===== config.mk =====
export PLATFORM = sky130hd
export DESIGN_NAME = button_event_decoder
export DESIGN_NICKNAME = d
export VERILOG_FILES = /design/src/rtl/button_event_decoder_pkg.sv /design/src/rtl/button_event_decoder.sv
export SDC_FILE = /design/constraint.sdc
export NUM_CORES = 1
export LEC_CHECK = 0
export CAP_MARGIN = 20
export CORE_MARGIN = 2
export CORE_UTILIZATION = 45
export DETAILED_ROUTE_END_ITERATION = 16
export GPL_ROUTABILITY_DRIVEN = 1
export GPL_TIMING_DRIVEN = 0
export SLEW_MARGIN = 20
export SYNTH_ARGS = -nofsm -noshare
export SYNTH_HDL_FRONTEND = slang
export SYNTH_SLANG_ARGS = --single-unit

===== constraint.sdc =====
create_clock -name i_clk -period 4.39 [get_ports i_clk]
set_input_delay 1.0975 -clock i_clk [delete_from_list [all_inputs] [get_ports i_clk]]
set_output_delay 1.0975 -clock i_clk [all_outputs]
set_load 0.05 [all_outputs]

===== src/rtl/button_event_decoder_pkg.sv =====
//------------------------------------------------------------------------------
// Module  : button_event_decoder_pkg
// Purpose : Shared I/O front-end definitions. Holds the button event decoder
//           state encoding and the debouncer counter-width constant, plus a
//           small helper used to size hold counters.
// Ports   : none (package)
// Rev     : 1.0 - initial release
//------------------------------------------------------------------------------
`default_nettype none

package button_event_decoder_pkg;

  // Counter width used by the per-button sync_debounce block.
  localparam int unsigned C_DEBOUNCE_CNT_W = 20;

  // Button event decoder states. INIT is the reset state; LOCKOUT absorbs a
  // button that was already down when reset was released.
  typedef enum logic [2:0] {
    BTN_INIT    = 3'd0,
    BTN_IDLE    = 3'd1,
    BTN_PRESSED = 3'd2,
    BTN_LOCKOUT = 3'd3,
    BTN_LONG    = 3'd4
  } btn_evt_state_t;

  // Larger of two unsigned values, for elaboration-time sizing.
  function automatic int unsigned max_u(input int unsigned a, input int unsigned b);
    return (a > b) ? a : b;
  endfunction

endpackage

`default_nettype wire


===== src/rtl/button_event_decoder.sv =====
//------------------------------------------------------------------------------
// Module  : button_event_decoder
// Purpose : Turns a debounced, clock-synchronous button level into single-cycle
//           press / release / long-press / auto-repeat pulses and a held level.
//           All outputs are registered.
// Ports   : i_clk        - system clock, rising edge
//           i_rst_n      - asynchronous active-low reset
//           i_btn        - debounced button level, 1 = pressed
//           o_press      - one-cycle pulse on a press
//           o_release    - one-cycle pulse on a release
//           o_long_press - one-cycle pulse when the hold reaches LONG_PRESS_CYCLES
//           o_repeat     - one-cycle pulse every REPEAT_CYCLES after long press
//           o_held       - high while the button is considered pressed
// Rev     : 1.0 - initial release
//------------------------------------------------------------------------------
`default_nettype none

module button_event_decoder
  import button_event_decoder_pkg::*;
#(
  parameter int unsigned LONG_PRESS_CYCLES = 50_000_000,  // must be >= 2
  parameter int unsigned REPEAT_CYCLES     = 10_000_000   // 0 disables repeat
) (
  input  logic i_clk,
  input  logic i_rst_n,
  input  logic i_btn,
  output logic o_press,
  output logic o_release,
  output logic o_long_press,
  output logic o_repeat,
  output logic o_held
);

  localparam int unsigned c_CNT_W = $clog2(max_u(LONG_PRESS_CYCLES, REPEAT_CYCLES) + 1);

  localparam logic [c_CNT_W-1:0] c_CNT_LONG = c_CNT_W'(LONG_PRESS_CYCLES);
  localparam logic [c_CNT_W-1:0] c_CNT_REP  = c_CNT_W'(REPEAT_CYCLES);
  localparam logic [c_CNT_W-1:0] c_CNT_ONE  = c_CNT_W'(1);
  localparam logic [c_CNT_W-1:0] c_CNT_SAT  = {c_CNT_W{1'b1}};
  localparam logic               c_REP_EN   = (REPEAT_CYCLES != 0);

  btn_evt_state_t     r_state;
  btn_evt_state_t     w_state_nxt;
  logic [c_CNT_W-1:0] r_cnt;
  logic [c_CNT_W-1:0] w_cnt_nxt;

  logic r_press;
  logic r_release;
  logic r_long_press;
  logic r_repeat;
  logic r_held;

  logic w_press_nxt;
  logic w_release_nxt;
  logic w_long_press_nxt;
  logic w_repeat_nxt;
  logic w_held_nxt;

  // Counter hits, qualified by the state that uses them.
  logic w_long_hit;
  logic w_rep_hit;

  assign w_long_hit = (r_state == BTN_PRESSED) && i_btn && (r_cnt == c_CNT_LONG);
  assign w_rep_hit  = c_REP_EN && (r_state == BTN_LONG) && i_btn && (r_cnt == c_CNT_REP);

  //--------------------------------------------------------------------------
  // State, counter and output registers
  //--------------------------------------------------------------------------
  always_ff @(posedge i_clk or negedge i_rst_n) begin
    if (!i_rst_n) begin
      r_state      <= BTN_INIT;
      r_cnt        <= '0;
      r_press      <= 1'b0;
      r_release    <= 1'b0;
      r_long_press <= 1'b0;
      r_repeat     <= 1'b0;
      r_held       <= 1'b0;
    end else begin
      r_state      <= w_state_nxt;
      r_cnt        <= w_cnt_nxt;
      r_press      <= w_press_nxt;
      r_release    <= w_release_nxt;
      r_long_press <= w_long_press_nxt;
      r_repeat     <= w_repeat_nxt;
      r_held       <= w_held_nxt;
    end
  end

  //--------------------------------------------------------------------------
  // Next-state and counter
  //--------------------------------------------------------------------------
  always_comb begin
    w_state_nxt = r_state;
    w_cnt_nxt   = r_cnt;
    case (r_state)
      BTN_INIT: begin
        w_state_nxt = i_btn ? BTN_LOCKOUT : BTN_IDLE;
        w_cnt_nxt   = '0;
      end
      BTN_LOCKOUT: begin
        if (!i_btn) begin
          w_state_nxt = BTN_IDLE;
        end
        w_cnt_nxt = '0;
      end
      BTN_IDLE: begin
        if (i_btn) begin
          w_state_nxt = BTN_PRESSED;
          w_cnt_nxt   = c_CNT_ONE;
        end else begin
          w_cnt_nxt   = '0;
        end
      end
      BTN_PRESSED: begin
        // Release is tested first so it wins over a long press due this edge.
        if (!i_btn) begin
          w_state_nxt = BTN_IDLE;
          w_cnt_nxt   = '0;
        end else if (r_cnt == c_CNT_LONG) begin
          w_state_nxt = BTN_LONG;
          w_cnt_nxt   = c_CNT_ONE;
        end else begin
          w_cnt_nxt   = r_cnt + c_CNT_ONE;
        end
      end
      BTN_LONG: begin
        if (!i_btn) begin
          w_state_nxt = BTN_IDLE;
          w_cnt_nxt   = '0;
        end else if (c_REP_EN && (r_cnt == c_CNT_REP)) begin
          w_cnt_nxt   = c_CNT_ONE;
        end else if (r_cnt != c_CNT_SAT) begin
          // With repeat disabled the hold can last forever; stop at all-ones
          // rather than wrapping.
          w_cnt_nxt   = r_cnt + c_CNT_ONE;
        end
      end
      default: begin
        w_state_nxt = BTN_INIT;
        w_cnt_nxt   = '0;
      end
    endcase
  end

  //--------------------------------------------------------------------------
  // Output decode (values registered on the same edge as the state)
  //--------------------------------------------------------------------------
  always_comb begin
    w_press_nxt      = 1'b0;
    w_release_nxt    = 1'b0;
    w_long_press_nxt = 1'b0;
    w_repeat_nxt     = 1'b0;
    w_held_nxt       = 1'b0;
    case (r_state)
      BTN_IDLE: begin
        w_press_nxt = i_btn;
        w_held_nxt  = i_btn;
      end
      BTN_PRESSED, BTN_LONG: begin
        w_release_nxt    = !i_btn;
        w_held_nxt       = i_btn;
        w_long_press_nxt = w_long_hit;
        w_repeat_nxt     = w_rep_hit;
      end
      default: begin
        w_press_nxt = 1'b0;
      end
    endcase
  end

  assign o_press      = r_press;
  assign o_release    = r_release;
  assign o_long_press = r_long_press;
  assign o_repeat     = r_repeat;
  assign o_held       = r_held;

endmodule

`default_nettype wire


-- Yosys cells after proc, flatten, opt, wreduce, memory -nomap -nowiden
Cells that the tools add are included.
- add/subtract/negate cells: 1
- eq/ne operators: 11
- muxes and demuxes: 18
- reduce and logical (&&, ||, !) cells: 10
- operators with widths (kind ; count):
    $mux 26 ; 5
    $pmux 26 s3 ; 1
    $add 26x1->26 const B ; 1
    $eq 26x24->1 const B ; 1
    $eq 26x26->1 const B ; 1
    $ne 26x26->1 const B ; 1
    $mux 3 ; 4
    $pmux 3 s4 ; 1
    $eq 3x2->1 const B ; 2
    $mux 1 ; 6
    $logic_and 1x1->1 ; 4
    $ne 2x2->1 const B ; 2
    $ne 4x2->1 const B ; 1
    $reduce_or 2->1 ; 2
    $eq 3x1->1 const B ; 1
    $eq 3x3->1 const B ; 1
    $logic_not 3->1 ; 1
    $ne 3x2->1 const B ; 1
    $reduce_and 3->1 ; 1
    $reduce_or 3->1 ; 1
    $mux 2 ; 1
    $logic_not 1->1 ; 1
- flip-flop bits (word level): 34
- input port bits: 3
- output and inout bits: 5

-- Depth between registers and ports, before layout
- word-level depth: 5
- depth in mapped cells: 8

-- Least setup slack after synthesis
OpenSTA, ideal clock, no wires.
- path kind: input port to flip-flop
- from: input i_btn
- to: register r_cnt[23]
- arrival time: 2.171 ns
- data required time: 4.269 ns
- slack: 2.098 ns
- cell stages on the path: 5
- cells stage by stage: and4bb_2 > and4_1 > a2111oi_1 > xnor2_1 > nor2_1
- word-level cells in the longest chain between the ends: 2
- elaborated cells on any way between the ends: 4
- classes of those cells: eq/ne (1); mux (3)
- RTL lines (element ; line ; text):
    start: declaration ; button_event_decoder.sv:26 ; input logic i_btn,
    $mux 26 (on tied branches) ; button_event_decoder.sv:127, button_event_decoder.sv:116 ;
    $pmux 26 s3 ; button_event_decoder.sv:95 ; case (r_state)
    end signal: assignment ; button_event_decoder.sv:80 ; r_cnt <= w_cnt_nxt;
    end: declaration ; button_event_decoder.sv:44 ; logic [c_CNT_W-1:0] r_cnt;
Parallel ways exist; a longest one is shown, timed or not.
A chain may end at the register's enable or synchronous reset.

-- Final worst setup path
- from: input i_btn
- to: register r_cnt[8]
Same word-level chain as after synthesis.

==> results.txt <==
The tools report the sum of negative setup slack as 0 ps. The flow ran to the end, and the final reports show no timing, DRC or antenna violations. The first global-routing pass estimated 7.36 mm of wire. In this run switching power makes up 22.3% of total power. The synthesized instance count was 201; the maximum fanout along the worst path was 10. CTS saw 34 sinks.

Relative contribution of combinational cells to total power: 6.8%. In this run the biggest area consumer among cell types represents 44.1% of the synthesized area. The critical path contains buffers and inverters numbering 2 combined. The internal cell power was 0.000491 W.

The logs give 0 for the post-cts gate resize count and 585 ps for the minimum hold slack. For the number of distinct standard cells referenced by the synthesized netlist, the log shows 45. The run gives 1483 as the via count of the first global-routing pass. TritonCTS built the clock tree. Traced cell by cell, the critical path runs through clkdlybuf4s50_1 -> and4bb_2 -> and4_1 -> buf_6 -> nand2_2 -> nand3_1 -> nor3b_1. The worst pin sits at a relative slew slack of 67.0%. The largest total area in the synthesized netlist belongs to dfrtp_1. Floorplan die area: 4830 sq um. The most common cell in the synthesized netlist is dfrtp_1.

By count the netlist is led by dfrtp_1 (34), nor2_1 (22), xnor2_1 (20). The detailed router put a total of 2.05 mm of wire on met1. The sequential cell fraction of total power was 50.5%; the count of endpoints failing setup in the final report was 0. Summing every instance area after synthesis gives 1930 sq um. The tools report the clock network fraction of total power as 42.7%. The detailed-routed wire length on met2 was 1.96 mm. The clock tree synthesis step divided the H-tree into 2 levels. On the critical path the largest part of the delay comes from simple AND/OR/NAND/NOR gates.

Worst-case clock buffer depth: 2. The worst setup path is captured at a flip-flop. In this run, synthesis inferred 0 flip-flops with an integrated enable. Measured along the x axis, the die boundary spans 69.5 microns.

Dominant synthesized flop cell: dfrtp_1. Derived from the worst setup path, the maximum achievable clock frequency is 0.359 GHz. The category of the critical setup timing path is primary input to flip-flop. For this design the static power due to leakage is 0.854 nW. The number of antenna violations at the first check in global routing is 0. STA classifies the critical path startpoint as a primary input.

The worst-case IR drop observed on VDD is 190 uV. The final critical path takes up 63.5% of the cycle. The initial utilization of the core area, before any placement, comes to 47.5%. The tools report the root buffer cell as clkbuf_8. For this design, the CTS-stage hold fixing added 0 buffers. After the first detailed-routing iteration, the DRC count stood at 50.

When the netlist entered floorplanning its net count stood at 206. For the detailed route wirelength on metal3, the log shows 135 microns. Across all setup checks in the final design, the least slack found is 1600 ps.

Post-route DRC violation count: 0. The per-instance average area after synthesis was 9.60 sq um. Clock-pin slew was measured on the worst setup and hold paths at 70 ps. The post-detailed-route via-to-cell ratio works out to 5.75. Buffers inserted during clock tree synthesis total 5.

The run gives 221 as the final net count. The first TritonRoute pass finished after 4 iterations. The routability congestion estimate from global placement is 0.860, and the count of yosys warnings during synthesis is 0.

In this run the count of I/O pins placed on the die edge is 8. For this run, asynchronously set or reset flops after synthesis account for 100%. Setup repair after global routing left no endpoint under its margin.

Cell type of the slowest stage on the worst timing path: clkdlybuf4s50_1. Estimated wirelength of the detail-placed design: 3.09 mm. Post-CTS timing repair inserted 0 buffers for setup. In this run the remaining antenna-violating nets after routing total 0. Class of the tightest hold or removal check: flip-flop to flip-flop.

The tools report the count of endpoints failing hold in the final timing report as 0. The logs give 4060 sq um for the core area and 0 for the final-report max-slew violation count. The height of the die works out to 69.5 microns. The placement row count is 23, and the share of post-route cells with drive strength above 1 is 11.1%. The areal power density over the cells came out at 288 nW/um^2. For the pin with the worst max-slew slack, the measured transition is 493 ps. The endpoint required time on the critical path came out at 4590 ps.

In this run the power spent charging and discharging nets is 0.000141 W. In the post-synthesis netlist, the biggest area contributors are dfrtp_1 (44%), xnor2_1 (9.1%), nor2_1 (4.3%). Summed over all layers, the global routing overflow is 0. At the placement stage, the worst setup path has a slack of 1320 ps. The data arrival time of the critical path was 2990 ps. Count of input and output buffers: 7.

The flip-flop and latch count after synthesis is 34. The delay contributed by the slowest stage of the critical path is 590 ps, and the portion of the post-synthesis area used by sequential elements is 44.1%. 0 antenna diodes ended up in the layout. Summing over every cut layer, the via total after detailed routing is 1536. Compared with the post-synthesis result, the final layout area differs by 13.7%. The logs give 19.2% for the total routing resource utilization after global routing and 4.21 mm for the total length of routed wires. The maximum number of pins on one net before global-route repair is 20, and the clock latency reported for the late side of the worst-skew pair is 290 ps.

The top layer used by detailed routing is met4. The routed wirelength normalized by instance count is 15.8 microns. The final clock skew came out at 5.93 ps. Clock period minus worst slack: 2790 ps.

The tool flagged a number of max-cap violations equal to 0.
[cell families (layout without fill, tap and decap cells)]
kind of cell             after synthesis  after routing  share of synthesized area, %
AO/OA/AOI/OAI                         26             26                          8.82
XOR/XNOR                              23             23                          10.4
adder cells (fa/ha/maj)                2              2                          1.30
buffers and inverters                 16             32                          4.54
flip-flops                            34             34                          44.1
multiplexers                           1              1                         0.519
AND/OR/NAND/NOR                       99             99                          30.3
[final timing paths]
kind                           start          to  slack (ps)  cells after the start
setup / recovery               i_btn    r_cnt[8]        1600                      7
hold / removal             r_cnt[23]   r_cnt[23]         580                      2
setup reg to reg            r_cnt[0]    r_cnt[4]        2150                      8
hold reg to reg            r_cnt[23]   r_cnt[23]         580                      2
max in group asynchronous    i_rst_n    r_cnt[1]        3200                      2
min in group asynchronous    i_rst_n  r_state[0]         750                      1
[sequential cells by signal, indices dropped and copies added, names as in the netlist]
register and cells:
o_held 1, o_long_press 1, o_press 1, o_release 1, o_repeat 1, r_cnt 26
r_state 3
[cell usage in the layout (no fill, tap or decap), types with 5 or more instances in the layout]
master / synthesis / final
nand4_1: 7 / 7
clkbuf_8: 0 / 8
nand2_1: 12 / 12
clkdlybuf4s50_1: 0 / 6
xnor2_1: 20 / 20
inv_1: 6 / 6
nor2_1: 22 / 22
nand3_1: 11 / 11
and4_1: 8 / 8
buf_2: 4 / 5
a21oi_1: 6 / 6
nor3_1: 6 / 6
dfrtp_1: 34 / 34
and3_1: 6 / 6
[metal layers]
| metal | vias to the layer above | global-route usage (%) |
|---|---|---|
| met2 | 28 | 30.2 |
| met3 | 8 | 5.52 |
| met5 | - | 0 |
| li1 | 758 | - |
| met4 | 0 | 4.79 |
| met1 | 742 | 26.3 |
[tightest hold or removal path, delay by kind of cell, from the launching register on]
family / cells / cell delay, ps
xor+xnor: 1 / 130
simple gates: 1 / 40
flops: 1 / 390
[stage by stage]
stage	utilization [%]	std cells	total power, W	area, sq um
after CTS	54.1	267	0.000640	2190
final	54.1	267	0.000633	2190
after detailed placement	51.4	259	0.000369	2080
after floorplan	-	201	0.000349	1930
after global placement	50.8	258	0.000365	2060
after global routing	54.1	267	0.000659	2190
[area by class of cell]
type	instances	area [sq um]
buffer	10	65.1
inverter	6	22.5
timing repair buffer	8	92.6
sequential	34	851
tap	50	62.6
clock buffer	8	110
fill	374	1860
multi-input combinational	151	991
[power by group through the flow]
stage | clock network [W] | logic [W] | registers (W)
2_1_floorplan | 0 | 0.0000175 | 0.000332
6_report | 0.000270 | 0.0000431 | 0.000320
3_5_place_dp | 0 | 0.0000439 | 0.000326
4_1_cts | 0.000276 | 0.0000439 | 0.000320
5_1_grt | 0.000292 | 0.0000476 | 0.000320
3_3_place_gp | 0 | 0.0000397 | 0.000325
No activity file was read; power rests on OpenSTA's default activity.
